[src/rtl/run_length_tx_pkg.sv]
// Shared types and constants for the run-length transmitter.
// The command layout matches the default 4-bit run-length field.
package run_length_tx_pkg;

   localparam int CMD_LEN_W = 4;

   typedef struct packed {
      logic                 level;
      logic [CMD_LEN_W-1:0] len;
   } run_cmd_t;

   typedef enum logic {
      IDLE  = 1'b0,
      DRIVE = 1'b1
   } tx_state_e;

   // Right-shifting Fibonacci form of x^16+x^14+x^13+x^11+1: feedback from bits 0,2,3,5.
   localparam logic [15:0] LFSR_TAPS = 16'h002D;

endpackage

[src/rtl/run_length_tx_cmd_fifo.sv]
// Show-ahead command FIFO with wrap-bit pointers; DEPTH must be a power of two, at least 2.
module run_cmd_fifo #(
   parameter int W     = 5,
   parameter int DEPTH = 4
) (
   input  logic         clk,
   input  logic         rst,
   input  logic         push_i,
   input  logic [W-1:0] data_i,
   input  logic         pop_i,
   output logic [W-1:0] head_o,
   output logic         full_o,
   output logic         empty_o
);

   localparam int AW = $clog2(DEPTH);
   localparam logic [AW:0] PTR_ONE = {{AW{1'b0}}, 1'b1};

   logic [W-1:0] mem_q [DEPTH];
   logic [AW:0]  wr_q;
   logic [AW:0]  rd_q;

   always_ff @(posedge clk) begin
      if (rst) begin
         wr_q <= '0;
         rd_q <= '0;
      end else begin
         if (push_i) wr_q <= wr_q + PTR_ONE;
         if (pop_i)  rd_q <= rd_q + PTR_ONE;
      end
   end

   always_ff @(posedge clk) begin
      if (push_i) mem_q[wr_q[AW-1:0]] <= data_i;
   end

   assign head_o  = mem_q[rd_q[AW-1:0]];
   assign empty_o = (wr_q == rd_q);
   assign full_o  = (wr_q[AW] != rd_q[AW]) && (wr_q[AW-1:0] == rd_q[AW-1:0]);

endmodule

[src/rtl/run_length_tx.sv]
// Replays queued (level, len) commands on registered line `a`; RUN_LENGTH_TX_RAND_EN adds LFSR idle fill.
// States: IDLE = waiting for a command (or LFSR fill) | DRIVE = holding `a` until cnt reaches 0.
module run_length_tx
   import run_length_tx_pkg::*;
#(
   parameter int          RUN_W = 4,
   parameter int          DEPTH = 4,
   parameter logic [15:0] SEED  = 16'hACE1
) (
   input  logic             clk,
   input  logic             rst,
   input  logic             cmd_valid,
   output logic             cmd_ready,
   input  logic             cmd_level,
   input  logic [RUN_W-1:0] cmd_len,
   input  logic             rand_mode,
   output logic             a,
   output logic             a_changed,
   output logic             busy,
   output logic             run_done,
   output logic [7:0]       runs_cnt
);

   localparam logic [RUN_W-1:0] CNT_ONE = {{(RUN_W-1){1'b0}}, 1'b1};

   tx_state_e        state_q, state_d;
   logic [RUN_W-1:0] cnt_q, cnt_d;
   logic             a_q, a_d;
   logic             a_changed_q;
   logic [7:0]       runs_q, runs_d;

   logic             fifo_push, fifo_pop, fifo_full, fifo_empty;
   logic [RUN_W:0]   fifo_head;
   logic             rand_active;
   logic             lfsr_bit;

   assign cmd_ready = !fifo_full && !rst;
   assign fifo_push = cmd_valid && cmd_ready;

   run_cmd_fifo #(
      .W     (RUN_W + 1),
      .DEPTH (DEPTH)
   ) u_fifo (
      .clk     (clk),
      .rst     (rst),
      .push_i  (fifo_push),
      .data_i  ({cmd_level, cmd_len}),
      .pop_i   (fifo_pop),
      .head_o  (fifo_head),
      .full_o  (fifo_full),
      .empty_o (fifo_empty)
   );

`ifdef RUN_LENGTH_TX_RAND_EN
   logic [15:0] lfsr_q;

   always_ff @(posedge clk) begin
      if (rst) lfsr_q <= SEED;
      else     lfsr_q <= {^(lfsr_q & LFSR_TAPS), lfsr_q[15:1]};
   end

   assign rand_active = rand_mode;
   assign lfsr_bit    = lfsr_q[0];
`else
   logic unused_rand;
   assign unused_rand = ^{rand_mode, SEED};
   assign rand_active = 1'b0;
   assign lfsr_bit    = 1'b0;
`endif

   always_comb begin
      state_d  = state_q;
      cnt_d    = cnt_q;
      a_d      = a_q;
      runs_d   = runs_q;
      fifo_pop = 1'b0;
      case (state_q)
         IDLE: begin
            if (rand_active) begin
               a_d = lfsr_bit;
            end else if (!fifo_empty) begin
               fifo_pop = 1'b1;
               a_d      = fifo_head[RUN_W];
               cnt_d    = fifo_head[RUN_W-1:0];
               state_d  = DRIVE;
            end
         end
         DRIVE: begin
            if (cnt_q != '0) begin
               cnt_d = cnt_q - CNT_ONE;
            end else begin
               runs_d = runs_q + 8'd1;
               // Load the next run on the same edge so consecutive runs have no gap.
               if (!fifo_empty) begin
                  fifo_pop = 1'b1;
                  a_d      = fifo_head[RUN_W];
                  cnt_d    = fifo_head[RUN_W-1:0];
               end else begin
                  state_d = IDLE;
               end
            end
         end
         default: state_d = IDLE;
      endcase
   end

   always_ff @(posedge clk) begin
      if (rst) begin
         state_q     <= IDLE;
         cnt_q       <= '0;
         a_q         <= 1'b0;
         a_changed_q <= 1'b0;
         runs_q      <= '0;
      end else begin
         state_q     <= state_d;
         cnt_q       <= cnt_d;
         a_q         <= a_d;
         a_changed_q <= (a_d != a_q);
         runs_q      <= runs_d;
      end
   end

   assign a         = a_q;
   assign a_changed = a_changed_q;
   assign busy      = (state_q == DRIVE);
   assign run_done  = (state_q == DRIVE) && (cnt_q == '0);
   assign runs_cnt  = runs_q;

endmodule
[config.mk]
export PLATFORM = sky130hd
export DESIGN_NAME = run_length_tx
export DESIGN_NICKNAME = d
export VERILOG_FILES = /design/src/rtl/run_length_tx_pkg.sv /design/src/rtl/run_length_tx_cmd_fifo.sv /design/src/rtl/run_length_tx.sv
export SDC_FILE = /design/constraint.sdc
export NUM_CORES = 1
export LEC_CHECK = 0
export CAP_MARGIN = 20
export CORE_MARGIN = 2
export CORE_UTILIZATION = 25
export DETAILED_ROUTE_END_ITERATION = 8
export GPL_TIMING_DRIVEN = 0
export PLACE_DENSITY = 0.52
export SLEW_MARGIN = 10
export SYNTH_ARGS = -nofsm -noshare
export SYNTH_HDL_FRONTEND = slang
export SYNTH_SLANG_ARGS = --single-unit
[constraint.sdc]
create_clock -name clk -period 3 [get_ports clk]
set_input_delay 0.6 -clock clk [delete_from_list [all_inputs] [get_ports clk]]
set_output_delay 0.6 -clock clk [all_outputs]
set_load 0.03 [all_outputs]
==> impl_results.md <==
* Core Footprint at 0.00725 mm²
* Synth warn at 0
* CTS tree: built
* Slowest library cell on the worst path: clkdlybuf4s50_1
* Total gr overflow at 0
* Vias in the first global route at 1128
* Outcome: completed
* PD cells at 850 mW/mm²
* Cts repair resizes at 0
* Critical Path End Type: primary output
* Leakage at 0.000801 µW
* Num rows at 31
* Clock buffer depth at 2
* Max_slew headroom at 58.5%
* Final period util at 90.8%
* Number of synthesized flops with an enable pin at 20
* Pin count of the biggest net entering global routing at 16
* Critical path peak fanout at 6
* Gate Count Post-Synth at 148
* Iteration count of the initial detailed-routing pass at 4
* Vias per cell at 4.27
* Final ANT Viol Nets at 0
* RSZ-0062 raised after global routing: false
* Min cycle time layout at 2.72 ns
* Sequential fraction of the synthesis area at 56.9%
* Antenna diodes at 0
* Iter 0 DRT Violations at 32
* GRT Util Overall at 9.04%
* FMAX at 367 MHz
* CTS Sinks at 43
* Synth Flop Type: dfxtp_1
* Avg Inst Size Synth at 12.6 µm²
* Post-Synthesis Cell Area at 0.00187 mm²
* Clock Skew at 0.0105 ns
* Initial antenna violation count at 0
* Area grow syn2layout at 23.0%
* Port bufs at 19
* Cts-stage hold buffer count at 0
* Class of the most critical setup path: flip-flop to primary output
* Worst Path Arrival at 2.12 ns
* Die Span X at 90.4 µm
* Final setup TNS at 0 ns
* Max-cap violations at 0
* Synth Net Count at 164
* Dpl cell area at 0.00218 mm²
* Fin area at 0.00229 mm²
* Clock-pin transition on the worst setup and hold timing paths at 0.09 ns
* Worst hold margin at 0.509 ns
* CP required at 2.40 ns
* Htree depth at 2
* Worst min-delay path class: flip-flop to flip-flop
* Post-CTS Setup Repair Bufs at 0
* Root Driver: clkbuf_8
* Critical path, cell by cell: xnor2_1, nor3_1, nor2_1, clkdlybuf4s50_1
* Slew Limit Fails at 0
* Via count at 1169
* Yosys cell types at 34
* Crit path max-delay family: buffers and inverters
* Initial core utilization at 25.7%
* Dpl ws at 0.305 ns
* Final setup vio count at 0
* Share of cells above drive strength 1 at 12.6%
* Ys async rst share at 0%
* Remaining DRCs at 0
* CP Launch Type: flip-flop
* Worst IR drop on VDD at 0.274 mV
* Global-route wire length before repair at 5640 µm
* GPL Wtd Cong at 0.717
* Nets at 190
* Number of synthesized register bits at 43
* Final Hold Violating Endpoints at 0
* Crit path buf inv count at 1
* Setup WS post-layout at 0.277 ns
* Die Span Y at 90.4 µm
* CP peak stage delay at 0.68 ns
* Die ar. at 0.00817 mm²
* Wirelength per Cell at 12.5 µm
* Worst-Skew Late Latency at 0.30 ns
* Post-DP HPWL at 2420 µm
* Top Ports at 22
* WL final at 3440 µm
* Fin util at 31.6%
* Worst slew pin tran at 0.618 ns
* Inserted Clock Buffers at 5
state kept, by name, summed over array words and instances, names as in the netlist, named ones only:
name	cells
u_fifo.mem_q	20
u_fifo.wr_q	3
a_changed	1
u_fifo.rd_q	3
runs_cnt	8
a	1
cnt_q	4
busy	1
through the flow:
step | std cells | total power [µW]
after floorplan | 148 | 1320
after CTS | 274 | 1980
after global placement | 266 | 1510
after detailed placement | 266 | 1510
after global routing | 274 | 2070
final | 274 | 1950
final cells by class:
cell class,count,area [µm²]
fillers,748,4960
flip-flops and latches,43,1060
clock buffers,5,68.8
well taps,99,124
plain buffers,7,31.3
repair buffers,19,190
inverters,4,15.0
clock inverters,3,46.3
multi-input cells,94,758
Yosys cell counts, types with 2 or more instances:
library cell	number	area, µm²
and3_1	3	18.8
a21oi_1	2	10.0
buf_2	4	20.0
edfxtp_1	20	601
nand3_1	4	20.0
nand4_1	5	31.3
clkbuf_1	3	11.3
a31oi_1	3	18.8
mux4_2	5	113
nor2_1	18	67.6
xor2_1	9	78.8
nand2_1	6	22.5
and2_1	3	18.8
xnor2_1	8	70.1
inv_1	4	15.0
mux2i_1	5	50.1
ha_1	7	87.6
dfxtp_1	23	460
worst paths after layout:
| check | end | from | cells after the start | slack, ns |
|---|---|---|---|---|
| worst min-delay path | cnt_q[1] | cnt_q[1] | 2 | 0.51 |
| worst max-delay path | cmd_ready | u_fifo.wr_q[2] | 4 | 0.28 |
| worst min register to register | cnt_q[1] | cnt_q[1] | 2 | 0.51 |
| worst max register to register | u_fifo.mem_q[2][4] | u_fifo.wr_q[2] | 4 | 1.00 |
layer usage:
layer | up-vias | global-route usage [%] | wire length (µm)
li1 | 589 | - | -
met1 | 558 | 10.8 | 1650
met2 | 20 | 14.3 | 1580
met3 | 2 | 3.42 | 170
met4 | 0 | 4.23 | 39
met5 | - | 0 | 0
placed cells by master, fill, tap and decap left out, drive strengths merged:
master / count
a21oi: 2
a221oi: 1
a31o: 2
a31oi: 3
a32oi: 1
and2: 3
and3: 3
and4bb: 1
buf: 4
bufinv: 1
clkbuf: 8
clkdlybuf4s50: 19
clkinvlp: 1
dfxtp: 23
edfxtp: 20
ha: 7
inv: 5
mux2i: 5
mux4: 5
nand2: 6
nand2b: 1
nand3: 4
nand4: 5
nor2: 18
nor3: 1
nor3b: 2
nor4: 1
o211ai: 1
o21ai: 1
o311ai: 1
o31a: 1
o31ai: 1
or3b: 1
xnor2: 8
xor2: 9
cell families after synthesis:
family          count (synthesis)  synth area share [%]
xor+xnor                       17                  7.98
mux                            10                  8.72
compound gates                 14                  6.51
buf+inv                        11                  2.48
simple gates                   46                  12.7
fa+ha+maj                       7                  4.69
flops                          43                  56.9
where the power goes:
part           switching, µW  total, µW  internal (µW)
Combinational            368        695            327
Sequential              91.7        792            700
Clock                    212        463            251
tightest hold or removal path: cells and delay by family (launching register included):
| kind | cells | cell delay [ns] |
|---|---|---|
| DFF | 1 | 0.34 |
| AOI/OAI and AO/OA | 1 | 0.07 |
| and+or+nand+nor | 1 | 0.06 |
Note: power is estimated with default switching activity, not from simulation.
